[src/rtl/psum_acc_fifo.sv]
// Partial-sum FIFO: each written entry is either the raw lane data or a per-lane
// signed sum of lane data and an incoming partial sum (optionally saturating).
module psum_acc_fifo #(
    parameter int DATA_WIDTH = 16,
    parameter int LANES      = 4,
    parameter int ADD_WIDTH  = 4,
    parameter int SAT_EN     = 1
) (
    input  logic                          clk,
    input  logic                          rst_n,
    input  logic                          clr,
    input  logic                          wr_en,
    input  logic                          acc_en,
    input  logic [LANES*DATA_WIDTH-1:0]   data_in_fifo,
    input  logic [LANES*DATA_WIDTH-1:0]   psum_buffer,
    input  logic                          rd_en,
    output logic [LANES*DATA_WIDTH-1:0]   data_out_fifo,
    output logic                          rd_valid,
    output logic                          full,
    output logic                          empty,
    output logic [ADD_WIDTH:0]            count,
    output logic                          ovf_err,
    output logic                          udf_err,
    output logic                          sat_flag
);

    localparam int                 DEPTH   = 2 ** ADD_WIDTH;
    localparam int                 W       = LANES * DATA_WIDTH;
    localparam logic [ADD_WIDTH:0] DEPTH_C = (ADD_WIDTH + 1)'(DEPTH);

    // Returns {clamped, result} for one lane; sum is formed one bit wider so overflow is visible.
    function automatic logic [DATA_WIDTH:0] lane_add(input logic [DATA_WIDTH-1:0] a,
                                                     input logic [DATA_WIDTH-1:0] b);
        logic [DATA_WIDTH:0]   sum;
        logic [DATA_WIDTH-1:0] res;
        logic                  clamped;
        sum = {a[DATA_WIDTH-1], a} + {b[DATA_WIDTH-1], b};
        if ((SAT_EN != 0) && (sum[DATA_WIDTH] != sum[DATA_WIDTH-1])) begin
            clamped = 1'b1;
            if (sum[DATA_WIDTH]) begin
                res = {1'b1, {(DATA_WIDTH-1){1'b0}}};
            end else begin
                res = {1'b0, {(DATA_WIDTH-1){1'b1}}};
            end
        end else begin
            clamped = 1'b0;
            res     = sum[DATA_WIDTH-1:0];
        end
        return {clamped, res};
    endfunction

    // Whole-entry accumulate: {any lane clamped, packed lane results}.
    function automatic logic [W:0] acc_vec(input logic [W-1:0] a, input logic [W-1:0] b);
        logic [W-1:0]        res;
        logic                hit;
        logic [DATA_WIDTH:0] r;
        res = '0;
        hit = 1'b0;
        for (int l = 0; l < LANES; l++) begin
            r = lane_add(a[l*DATA_WIDTH +: DATA_WIDTH], b[l*DATA_WIDTH +: DATA_WIDTH]);
            res[l*DATA_WIDTH +: DATA_WIDTH] = r[DATA_WIDTH-1:0];
            hit = hit | r[DATA_WIDTH];
        end
        return {hit, res};
    endfunction

    logic [W-1:0]           mem_q [DEPTH];
    logic [ADD_WIDTH-1:0]   wr_ptr_q, wr_ptr_d;
    logic [ADD_WIDTH-1:0]   rd_ptr_q, rd_ptr_d;
    logic [ADD_WIDTH:0]     count_q, count_d;
    logic [W-1:0]           dout_q, dout_d;
    logic                   rd_valid_q, rd_valid_d;
    logic                   ovf_q, ovf_d;
    logic                   udf_q, udf_d;
    logic                   sat_q, sat_d;

    logic                   full_s, empty_s;
    logic                   wr_acc_s, rd_acc_s;
    logic [W:0]             acc_res_s;
    logic [W-1:0]           wr_data_s;
    logic                   sat_hit_s;

    assign full_s    = (count_q == DEPTH_C);
    assign empty_s   = (count_q == '0);
    assign wr_acc_s  = wr_en & ~clr & ~full_s;
    assign rd_acc_s  = rd_en & ~clr & ~empty_s;
    assign acc_res_s = acc_vec(data_in_fifo, psum_buffer);

    // Select the value stored on a write: accumulated or raw lane data.
    always_comb begin
        wr_data_s = data_in_fifo;
        sat_hit_s = 1'b0;
        if (acc_en) begin
            wr_data_s = acc_res_s[W-1:0];
            sat_hit_s = acc_res_s[W];
        end else begin
            wr_data_s = data_in_fifo;
            sat_hit_s = 1'b0;
        end
    end

    // Next-state for pointers, occupancy, read data and status pulses.
    always_comb begin
        wr_ptr_d   = wr_ptr_q;
        rd_ptr_d   = rd_ptr_q;
        count_d    = count_q;
        dout_d     = '0;
        rd_valid_d = 1'b0;
        ovf_d      = 1'b0;
        udf_d      = 1'b0;
        sat_d      = sat_q;
        if (clr) begin
            wr_ptr_d = '0;
            rd_ptr_d = '0;
            count_d  = '0;
            sat_d    = 1'b0;
        end else begin
            ovf_d = wr_en & full_s;
            udf_d = rd_en & empty_s;
            if (wr_acc_s) begin
                wr_ptr_d = wr_ptr_q + ADD_WIDTH'(1);
                sat_d    = sat_q | sat_hit_s;
            end else begin
                wr_ptr_d = wr_ptr_q;
            end
            if (rd_acc_s) begin
                rd_ptr_d   = rd_ptr_q + ADD_WIDTH'(1);
                dout_d     = mem_q[rd_ptr_q];
                rd_valid_d = 1'b1;
            end else begin
                rd_ptr_d = rd_ptr_q;
            end
            case ({wr_acc_s, rd_acc_s})
                2'b10:   count_d = count_q + (ADD_WIDTH + 1)'(1);
                2'b01:   count_d = count_q - (ADD_WIDTH + 1)'(1);
                default: count_d = count_q;
            endcase
        end
    end

    // Control and status state.
    always_ff @(posedge clk or negedge rst_n) begin
        if (!rst_n) begin
            wr_ptr_q   <= '0;
            rd_ptr_q   <= '0;
            count_q    <= '0;
            dout_q     <= '0;
            rd_valid_q <= 1'b0;
            ovf_q      <= 1'b0;
            udf_q      <= 1'b0;
            sat_q      <= 1'b0;
        end else begin
            wr_ptr_q   <= wr_ptr_d;
            rd_ptr_q   <= rd_ptr_d;
            count_q    <= count_d;
            dout_q     <= dout_d;
            rd_valid_q <= rd_valid_d;
            ovf_q      <= ovf_d;
            udf_q      <= udf_d;
            sat_q      <= sat_d;
        end
    end

    // Storage array; contents are don't-care until written, so no reset.
    always_ff @(posedge clk) begin
        if (wr_acc_s) begin
            mem_q[wr_ptr_q] <= wr_data_s;
        end
    end

    assign data_out_fifo = dout_q;
    assign rd_valid      = rd_valid_q;
    assign full          = full_s;
    assign empty         = empty_s;
    assign count         = count_q;
    assign ovf_err       = ovf_q;
    assign udf_err       = udf_q;
    assign sat_flag      = sat_q;

endmodule

[config.mk]
export PLATFORM = sky130hd
export DESIGN_NAME = psum_acc_fifo
export DESIGN_NICKNAME = d
export VERILOG_FILES = /design/src/rtl/psum_acc_fifo.sv
export SDC_FILE = /design/constraint.sdc
export NUM_CORES = 1
export LEC_CHECK = 0
export BUFFER_PORTS_ARGS = -buffer_cell sky130_fd_sc_hd__buf_4
export CORE_MARGIN = 8
export CORE_UTILIZATION = 55
export CTS_BUF_LIST = sky130_fd_sc_hd__clkbuf_2 sky130_fd_sc_hd__clkbuf_4 sky130_fd_sc_hd__clkbuf_8
export CTS_CLUSTER_SIZE = 20
export DETAILED_ROUTE_END_ITERATION = 7
export PLACE_DENSITY = 0.72
export SYNTH_ARGS = -nofsm -noshare
export SYNTH_HDL_FRONTEND = slang
export SYNTH_SLANG_ARGS = --single-unit
[constraint.sdc]
create_clock -name clk -period 3.3 [get_ports clk]
set_clock_uncertainty 0.05 [all_clocks]
set_input_delay 0.165 -clock clk [delete_from_list [all_inputs] [get_ports clk]]
set_output_delay 0.165 -clock clk [all_outputs]
set_load 0.1 [all_outputs]
==> qor.csv, run 1 <==
stage;metric;value;unit
sta;final hold violation count;0;
yosys;Avg Inst Size Synth;20.3;um2
yosys;synthesized area;45500;um2
yosys;post-synth cell types;70;
detailed_routing;DRT Wirelength;113000;um
power;Peak VDD IR;367;uV
sta;Tcrit/Tclk final;0.971;
clocking;Clock Tree Buf Depth;3;
global_routing;largest net degree at the start of global routing;69;
final_layout;highest-count cells in the layout ignoring fill and taps;edfxtp_1, buf_4, mux4_2;
final_layout;Reg area;32800;um2
job;Max-Cap Viols;0;
clocking;Worst-Skew Late Latency;0.81;ns
clocking;CTS tree;built;
detailed_routing;Via-to-Cell Ratio;6.19;
clocking;CTS Sinks;1105;
sta;RSZ-0062 raised after global routing;no;
floorplanning;# IOs;209;
global_routing;initial antenna violation count;2;
clocking;H-tree levels;4;
detailed_routing;DR WL/cell;28.1;um
yosys;Post-synth EDFFs;1024;
final_layout;Layout Area Growth over Synthesis;19.9;%
final_layout;multi-input logic area;12300;um2
yosys;Main synth FF type;edfxtp_1;
power;leakage power;18.7;nW
global_routing;grt met1 use;0.312;
floorplanning;Initial Util;0.555;
outcome;status;complete, no violations;
sta;final setup margin;0.0960;ns
placed_design;PortBufs;208;
detailed_routing;initial DRC count;2206;
clocking;Reg clk slew, reported paths;0.06;ns
sta;max-slew violations;0;
global_routing;met2 usage;0.408;
power;Overall Power;34.1;mW
detailed_routing;Post-DRT Antenna Nets;0;
hold_path;hold crit path type;primary input to flop;
placed_design;Detailed Place HPWL;68600;um
sta;Slew @ Worst Pin;1.11;ns
yosys;share of the synthesized area in the top cell type;0.675;
yosys;Seq/Total Area, Yosys;0.720;
detailed_routing;Vias;24900;
detailed_routing;first-pass iteration count of the detailed router;5;
worst_setup_path;crit start category;primary input;
yosys;#FFs+latches synth;1105;
worst_setup_path;CP Max Fanout;16;
final_layout;layout cells sized above 1;0.373;
final_layout;Nets;3018;
worst_setup_path;CP endpoint kind;flop;
floorplanning;core area;82000;um2
floorplanning;Die H;304;um
floorplanning;row cnt;105;
detailed_routing;DR DRC count;0;
yosys;post-synthesis async set-or-reset flop share;0.0733;
worst_setup_path;Crit path required time;3.80;ns
worst_setup_path;WS Path Type;primary input to flop;
global_routing;GR Overflow Total;0;
global_routing;GRT Max-Usage Layer;met2;
floorplanning;die area;92300;um2
power;P per Cell Area;624;nW/um2
sta;relative max-transition margin;0.260;
sta;final setup violation count;0;
yosys;largest cells by area after synthesis;edfxtp_1, mux4_2, dfrtp_1;
global_routing;first-pass GRT wire length;167000;um
final_layout;commonest non-fill, non-tap cell in the layout;edfxtp_1;
sta;f_max;312;MHz
sta;minimum clock period;3.20;ns
yosys;Gate Count Post-Synth;2242;
yosys;area leader, netlist;edfxtp_1;
placed_design;Routability Congestion;0.872;
yosys;Syn. warnings;0;
clocking;root buffer cell;clkbuf_8;
global_routing;GRT Util Overall;0.243;
final_layout;number of fill cells in the layout;5226;
clocking;cts bufs inserted;172;
yosys;synthesized net count;2459;
placed_design;Setup Slack @ Placement;-0.903;ns
worst_setup_path;arrival time worst endpoint;3.70;ns
global_routing;met3 Use GR;0.0570;
floorplanning;die width;304;um
global_routing;vias in the first global route;26300;
## metrics by stage
| stage | hold slack (ns) | utilization | instance area, um2 | cells | setup TNS (ns) |
|---|---|---|---|---|---|
| 6_report | 0.0732 | 0.666 | 54600 | 4014 | 0 |
| 2_1_floorplan | -0.181 | - | 45700 | 2242 | -3.03 |
| 3_5_place_dp | 0.144 | 0.613 | 50300 | 3623 | -282.63 |
| 3_3_place_gp | 0.141 | 0.613 | 50300 | 3623 | -222.22 |
| 4_1_cts | 0.0152 | 0.664 | 54400 | 4008 | 0 |
| 5_1_grt | 0.0810 | 0.666 | 54600 | 4014 | 0 |
## cells by family after synthesis
kind of cell               Yosys count  synth area share
AOI/OAI and AO/OA                  278            0.0413
xor gates and xnor gates            62            0.0121
adders and majority gates           83            0.0236
buffers and inverters              141            0.0163
DFF                               1105             0.720
muxes                              322             0.159
and+or+nand+nor                    251            0.0282
## worst paths after layout
kind	depth (start not counted)	from	to	slack, ns
setup / recovery	15	data_in_fifo[38]	mem_q[8][32]	0.1
hold / removal	5	psum_buffer[0]	mem_q[8][0]	0.07
setup reg to reg	12	count[1]	count[4]	0.30
hold reg to reg	2	wr_ptr_q[1]	wr_ptr_q[1]	0.55
max in group asynchronous	4	rst_n	data_out_fifo[24]	2.44
min in group asynchronous	4	rst_n	data_out_fifo[11]	0.38
## critical path, stage by stage
cell           delay, ns
dlygate4sd3_1       0.54
buf_4               0.15
ha_1                0.32
o21ai_0             0.08
and2_1              0.18
or4_1               0.46
o21ai_2             0.18
inv_1               0.10
ha_4                0.31
inv_1               0.09
nor2_2              0.16
buf_4               0.16
o2bb2ai_2           0.06
dlygate4sd3_1       0.59
buf_12              0.16
## synth_stat cells (3+ instances only)
master        n
edfxtp_1   1024
o31ai_1       5
nand2_1      47
and2_1       81
nor4_1        3
o211ai_1     22
xor2_1       37
nor3_1       15
a211oi_1     13
o21ai_0      36
o311ai_0      3
a31oi_1      12
o21ai_2       3
buf_6        25
o21bai_1      7
inv_1        36
nand3_1       3
buf_2        14
fa_1          5
o21a_1       18
a21o_1       21
nand2b_1     11
nor2_1       65
a21oi_1      79
o2bb2ai_1    18
nand4_1       4
o22a_1        5
nor2b_1       3
o21ai_1       3
a211o_1       4
ha_1         78
xnor2_1      24
clkbuf_1     53
dfrtp_1      81
and3_1        8
buf_1        10
nor3b_1       3
mux4_2      320
o221ai_1      5
## per-layer routing
layer  part of all wire  vias up
met5                  0        -
met4              0.029        0
met3              0.084      225
met2               0.51     1242
met1               0.38    13000
li1                   -    10400
## area by class of cell
| class | count | area share |
|---|---|---|
| sequential | 1105 | 0.601 |
| antenna | 1 | 0.0000458 |
| tap | 1070 | 0.0245 |
| multi-input combinational | 997 | 0.225 |
| clock inverter | 79 | 0.0102 |
| clock buffer | 237 | 0.0536 |
| inverter | 37 | 0.00257 |
| timing repair buffer | 488 | 0.0835 |
## timing repair
| item | CTS | global route |
|---|---|---|
| setup endpoints to repair | 16 | 481 |
| hold buffers | 69 | 4 |
| buffers inserted | 0 | 0 |
| pin swaps | 0 | 1 |
| gates resized for setup | 1 | 30 |
| cloned | 0 | 1 |
| hold endpoints to repair | 1019 | 64 |
## sequential cells by signal (all words and copies together), names as in the netlist
| register | count |
|---|---|
| udf_err | 1 |
| ovf_err | 1 |
| mem_q | 1024 |
| rd_ptr_q | 4 |
| wr_ptr_q | 4 |
| sat_flag | 1 |
| count | 5 |
| data_out_fifo | 64 |
| rd_valid | 1 |
## report_power, final
group | switching, mW | internal (mW)
Combinational | 3.61 | 2.74
Clock | 5.20 | 6.24
Sequential | 0.112 | 16.2
Total | 8.93 | 25.2
(Power assumes the default switching activity.)
==> run 2: changes to the inputs <==
- SETUP_SLACK_MARGIN: default -> 0.1
- SLEW_MARGIN: default -> 20
==> run 2 against run 1 <==
Compared with the run above:
- highest routed layer unchanged
- clock power hardly changed
- utilization increased by 0.28 points
- critical path type unchanged
- die area did not move
==> qor.csv, run 2 (same netlist as run 1, synthesis figures left out) <==
stage;metric;value;unit;change
final_layout;commonest non-fill, non-tap cell in the layout;edfxtp_1;;
worst_setup_path;most used cell, CP;buf_4;;
floorplanning;die width;304;um;unchanged
sta;max-slew violations;0;;unchanged
clocking;CTS Sinks;1105;;unchanged
global_routing;initial antenna violation count;2;;unchanged
final_layout;Layout Area Growth over Synthesis;20.4;%;
worst_setup_path;CP Max Fanout;16;;unchanged
worst_setup_path;R2R Path Start;count[0];;
detailed_routing;DR DRC count;0;;unchanged
sta;RSZ-0062 raised after global routing;no;;
sta;final setup violation count;0;;unchanged
outcome;status;complete, no violations;;
floorplanning;core area;82000;um2;unchanged
detailed_routing;DR WL/cell;27.4;um;-2.4%
clocking;Worst-Skew Late Latency;0.80;ns;about the same
final_layout;Largest register FFs;1024;;unchanged
detailed_routing;Vias;24900;;+0.044%
job;Max-Cap Viols;0;;unchanged
power;P per Cell Area;629;nW/um2;+0.81%
placed_design;Setup Slack @ Placement;-0.459;ns;+0.444 ns
power;Overall Power;34.5;mW;+1.2%
sta;Tcrit/Tclk final;0.949;;-0.0220
clocking;Reg clk slew, reported paths;0.06;ns;about the same
global_routing;vias in the first global route;26200;;-0.18%
worst_setup_path;cells on worst reg2reg path;12;;unchanged
sta;Hold WS;0.0147;ns;-0.0585 ns
worst_setup_path;Setup crit start;data_in_fifo[3];;
detailed_routing;DRT Wirelength;110000;um;-2.0%
global_routing;first-pass GRT wire length;165000;um;-0.80%
sta;relative max-transition margin;0.291;;+0.0304
placed_design;PortBufs;208;;unchanged
detailed_routing;M1 wire length;44300;um;+3.9%
clocking;root buffer cell;clkbuf_8;;
worst_setup_path;Crit-path slowest cell;dlygate4sd3_1;;
detailed_routing;Post-DRT Antenna Nets;0;;unchanged
global_routing;largest net degree at the start of global routing;69;;unchanged
clocking;CTS tree;built;;
hold_path;Min-Delay Startpoint;data_in_fifo[21];;
final_layout;Util after Layout;0.669;;+0.00278
worst_setup_path;crit start category;primary input;;
sta;f_max;319;MHz;+2.3%
worst_setup_path;CP endpoint kind;flop;;
final_layout;Nets;3029;;+0.36%
final_layout;Biggest register;mem_q;;
detailed_routing;first-pass iteration count of the detailed router;5;;unchanged
sta;final setup margin;0.168;ns;+0.0725 ns
sta;Slew @ Worst Pin;1.06;ns;-0.0457 ns
global_routing;GRT Util Overall;0.238;;-0.00489
worst_setup_path;Critical Path Max Stage Delay;0.54;ns;-0.05 ns
hold_path;hold crit path type;primary input to flop;;
floorplanning;row cnt;105;;unchanged
clocking;H-tree levels;4;;unchanged
hold_path;Hold Crit Endpoint;mem_q[3][21];;
worst_setup_path;WS Path Type;primary input to flop;;
worst_setup_path;top cell family by delay on the critical path;compound AO/OA/AOI/OAI gates;;
floorplanning;Initial Util;0.555;;unchanged
floorplanning;Die H;304;um;unchanged
power;Peak VDD IR;430;uV;+17%
hold_path;Hold Crit Depth;4;;-1
global_routing;GR Overflow Total;0;;unchanged
clocking;Clock Tree Buf Depth;3;;unchanged
floorplanning;# IOs;209;;unchanged
worst_setup_path;Levels on crit path;14;;-1
power;leakage power;18.8;nW;+0.63%
detailed_routing;wire length on met3;9010;um;-4.4%
worst_setup_path;crit-path cells;dlygate4sd3_1 > buf_4 > ha_4 > o21ai_1 > o21bai_1 > a211o_1 > a31o_2 > a221o_1 > xor2_2 > ha_2 > buf_4 > o311ai_1 > o21a_1 > buf_12;;
detailed_routing;highest metal used;met4;;
worst_setup_path;critical path buffer and inverter count;4;;-3
worst_setup_path;Crit path required time;3.91;ns;+0.11 ns
worst_setup_path;Worst R2R Setup Slack;0.33;ns;+0.03 ns
detailed_routing;Via-to-Cell Ratio;6.18;;-0.28%
placed_design;Routability Congestion;0.951;;+9.1%
detailed_routing;initial DRC count;2493;;+13%
final_layout;layout cells sized above 1;0.381;;+0.00843
final_layout;highest-count cells in the layout ignoring fill and taps;edfxtp_1, buf_4, mux4_2;;
clocking;cts bufs inserted;171;;-0.58%
floorplanning;die area;92300;um2;unchanged
worst_setup_path;arrival time worst endpoint;3.74;ns;+0.04 ns
sta;final hold violation count;0;;unchanged
sta;minimum clock period;3.13;ns;-0.0725 ns
placed_design;Detailed Place HPWL;64600;um;-5.8%
detailed_routing;wire length on met2;54800;um;-4.2%
worst_setup_path;capturing point of the worst reg2reg path;count[4];;
==> run 2: cell count changes in the layout (fill, tap and decap cells not counted), sizes merged <==
cell	change
buf	+16
clkinvlp	-1
clkbuf	+3
diode	+2
clkinv	-5
inv	+1
dlygate4sd3	-4
bufinv	+1
==> run 2: where the power goes <==
group | leakage [nW] | internal [mW] | switching (mW)
Clock | 1.89 | 6.45 | 5.27
Sequential | 10.3 | 16.2 | 0.150
Combinational | 6.62 | 2.84 | 3.61
==> run 2: per-stage QoR <==
step / setup TNS (ns) / std cells / cell area (um2)
6_report: 0 / 4027 / 54800
2_1_floorplan: 0 / 2242 / 45800
5_1_grt: 0 / 4025 / 54800
3_3_place_gp: -106.47 / 3635 / 50400
4_1_cts: 0 / 4008 / 54500
3_5_place_dp: -189.64 / 3635 / 50400
==> run 2: worst max-delay path by stage <==
| stage | endpoint |
|---|---|
| floorplan | mem_q[0][45] |
| global placement | mem_q[12][28] |
| detailed placement | mem_q[9][28] |
| CTS | mem_q[11][28] |
| global route | mem_q[13][24] |
| finish | mem_q[13][3] |
==> run 2: worst reg2reg max path, cell delays in order (launching register included) <==
cell	delay [ns]
dfrtp_1	0.47
nor4_1	0.38
nand2b_1	0.18
nand2b_1	0.21
inv_2	0.05
nand2_1	0.17
inv_1	0.14
fa_1	0.43
a21o_1	0.18
a21oi_1	0.16
mux2i_1	0.23
xnor2_1	0.14
nor2_1	0.06
==> run 2: layout make-up <==
class | instances | area [um2]
fillers | 5262 | 27200
flip-flops and latches | 1105 | 32800
clock inverters | 75 | 577
clock buffers | 240 | 3000
multi-input cells | 997 | 12400
well taps | 1070 | 1340
repair buffers | 500 | 4580
inverters | 37 | 140
diodes | 3 | 7.51
==> run 2: repair_timing <==
action	4_1_cts	5_1_grt
setup buffers	0	4
hold endpoints to repair	883	140
endpoints found under the setup margin	0	556
gates resized for setup	0	29
hold buffers	58	10
==> run 2: per-layer routing <==
layer,global-route usage,up-vias
met2,0.389,1228
li1,-,10500
met4,0.0662,0
met1,0.329,13000
met5,0,-
met3,0.0467,158
==> run 3: changes to the inputs <==
- BUFFER_PORTS_ARGS: -buffer_cell sky130_fd_sc_hd__buf_4 -> default
- CORE_MARGIN: 8 -> 2
- DONT_BUFFER_PORTS: default -> 1
- PLACE_DENSITY: 0.72 -> 0.7
- SLEW_MARGIN: 20 -> 0
==> run 3 against run 2 <==
Compared with the run above:
- cell area is 3.2% lower
- via count fell by 4.5%
- first-iteration DRC count is 6.0% lower
- worst hold slack gained 0.049 ns
- critical endpoint is now mem_q[2][11]
- largest power group unchanged
==> qor.csv, run 3 (same netlist as run 1, synthesis figures left out) <==
stage;metric;value;unit;change
worst_setup_path;Levels on crit path;12;;-2
floorplanning;Die H;292;um;-4.0%
detailed_routing;initial DRC count;2343;;-6.0%
clocking;root buffer cell;clkbuf_8;;
floorplanning;# IOs;209;;unchanged
clocking;Worst-Skew Late Latency;0.83;ns;+0.03 ns
detailed_routing;Via-to-Cell Ratio;6.27;;+1.5%
worst_setup_path;crit start category;primary input;;
clocking;cts bufs inserted;176;;+2.9%
clocking;CTS tree;built;;
placed_design;Routability Congestion;0.893;;-6.2%
final_layout;Biggest register;mem_q;;
power;Peak VDD IR;415;uV;-3.6%
clocking;Reg clk slew, reported paths;0.06;ns;about the same
placed_design;PortBufs;0;;-100%
hold_path;hold crit path type;primary input to asynchronous set/reset pin;;
final_layout;Largest register FFs;1024;;unchanged
worst_setup_path;crit-path cells;dlygate4sd3_1 > ha_1 > o21ai_0 > o21bai_1 > a31o_2 > a221o_1 > xor2_1 > ha_1 > buf_12 > nand3_4 > nand2_1 > o22a_1;;
worst_setup_path;cells on worst reg2reg path;9;;-3
global_routing;first-pass GRT wire length;161000;um;-2.4%
worst_setup_path;arrival time worst endpoint;3.51;ns;-0.23 ns
floorplanning;die width;292;um;-4.0%
sta;f_max;330;MHz;+3.3%
worst_setup_path;capturing point of the worst reg2reg path;count[1];;
worst_setup_path;top cell family by delay on the critical path;compound AO/OA/AOI/OAI gates;;
global_routing;initial antenna violation count;4;;+2
worst_setup_path;Worst R2R Setup Slack;0.32;ns;about the same
sta;max-slew violations;0;;unchanged
global_routing;GR Overflow Total;0;;unchanged
sta;minimum clock period;3.03;ns;-0.100 ns
final_layout;layout cells sized above 1;0.318;;-0.0629
sta;relative max-transition margin;0.249;;-0.0412
sta;final hold violation count;0;;unchanged
placed_design;dpl cells;3371;;-7.3%
worst_setup_path;critical path buffer and inverter count;2;;-2
power;leakage power;17.7;nW;-6.1%
worst_setup_path;R2R Path Start;count[1];;
clocking;CTS Sinks;1105;;unchanged
power;P per Cell Area;659;nW/um2;+4.7%
detailed_routing;first-pass iteration count of the detailed router;6;;+1
worst_setup_path;CP Max Fanout;16;;unchanged
job;Max-Cap Viols;0;;unchanged
floorplanning;Initial Util;0.555;;unchanged
worst_setup_path;Setup crit start;data_in_fifo[12];;
final_layout;Layout Area Growth over Synthesis;16.6;%;
worst_setup_path;Crit path required time;3.78;ns;-0.13 ns
clocking;H-tree levels;4;;unchanged
detailed_routing;DR WL/cell;28.6;um;+4.3%
placed_design;Detailed Place HPWL;61000;um;-5.5%
floorplanning;die area;85100;um2;-7.7%
clocking;Clock Tree Buf Depth;3;;unchanged
worst_setup_path;most used cell, CP;ha_1;;
detailed_routing;Vias;23800;;-4.5%
floorplanning;row cnt;105;;unchanged
final_layout;highest-count cells in the layout ignoring fill and taps;edfxtp_1, mux4_2, clkbuf_8;;
final_layout;Nets;2778;;-8.3%
sta;final setup violation count;0;;unchanged
final_layout;Layout Cells excl Fill;3788;;-5.9%
worst_setup_path;CP endpoint kind;flop;;
sta;Slew @ Worst Pin;1.13;ns;+0.0618 ns
placed_design;Placed Area;48300;um2;-4.2%
final_layout;number of fill cells in the layout;5391;;+2.5%
global_routing;GRT Util Overall;0.260;;+0.0221
outcome;status;complete, no violations;;
worst_setup_path;Critical Path Max Stage Delay;0.58;ns;+0.04 ns
worst_setup_path;Crit-path slowest cell;dlygate4sd3_1;;
floorplanning;core area;82000;um2;unchanged
final_layout;commonest non-fill, non-tap cell in the layout;edfxtp_1;;
sta;RSZ-0062 raised after global routing;no;;
final_layout;Design Area, Final;53100;um2;-3.2%
detailed_routing;DRT Wirelength;108000;um;-1.9%
detailed_routing;Post-DRT Antenna Nets;0;;unchanged
sta;Tcrit/Tclk final;0.919;;-0.0304
global_routing;largest net degree at the start of global routing;82;;+19%
global_routing;vias in the first global route;24800;;-5.4%
detailed_routing;DR DRC count;0;;unchanged
worst_setup_path;WS Path Type;primary input to flop;;
## run 3: changes by cell type in the layout (fill, tap and decap cells not counted), sizes merged
cell         before  now
clkbuf          240  255
buf             432  166
o21ai            43   42
bufinv            7   12
dlygate4sd3      68   79
inv              43   48
clkinvlp          6    2
clkinv           56   52
## run 3: stage by stage
step | TNS, ns | util | hold slack, ns | power [mW] | setup WS [ns]
global route | 0 | 0.648 | 0.0325 | 36.3 | 0.122
global placement | -41.85 | 0.589 | -0.174 | 22.3 | -0.179
finish | 0 | 0.648 | 0.0636 | 35.0 | 0.269
CTS | 0 | 0.647 | 0.00148 | 35.2 | 0.177
detailed placement | -127.47 | 0.589 | -0.175 | 22.5 | -0.345
floorplan | 0 | - | -0.181 | 21.0 | 0.0111
## run 3: per-layer routing
| metal | global-route usage | routed length (um) |
|---|---|---|
| met1 | 0.371 | 43700 |
| met3 | 0.0575 | 9750 |
| met2 | 0.414 | 53000 |
| met4 | 0.0654 | 1870 |
| met5 | 0 | 17 |
## run 3: worst max path at each step
stage / to / slack (ns)
2_1_floorplan: mem_q[0][45] / 0.01
3_3_place_gp: mem_q[14][11] / -0.18
3_5_place_dp: mem_q[12][28] / -0.34
4_1_cts: mem_q[8][33] / 0.18
5_1_grt: mem_q[6][39] / 0.12
6_report: mem_q[2][11] / 0.27
## run 3: report_power, final
part,switching (mW),internal (mW)
Clock,5.49,7.15
Sequential,0.764,16.2
Combinational,2.91,2.51
Total,9.16,25.8
## run 3: worst register-to-register path, stage by stage, from the launching register on
cell,delay [ns]
dfrtp_1,0.39
nor4_2,0.35
nand2_1,0.16
nand2_1,0.22
nand2_1,0.15
dlygate4sd3_1,0.64
nand2_1,0.18
nand2_1,0.07
a21oi_1,0.14
dlygate4sd3_1,0.56
## run 3: timing repair
action / in CTS / in global routing
hold buffers: 82 / 0
buffers inserted: 0 / 0
endpoints found under the hold margin: 1188 / 0
setup endpoints to repair: 0 / 137
resized for setup: 0 / 13
## run 3: final cells by class
cell class,instances,area [um2],share of cell area
Clock inverter,77,801,0.0151
Antenna cell,3,7.51,0.000141
Sequential cell,1105,32800,0.618
Multi-Input combinational cell,996,12300,0.232
Timing Repair Buffer,245,2570,0.0485
Inverter,37,140,0.00264
Clock buffer,255,3120,0.0588
Tap cell,1070,1340,0.0252
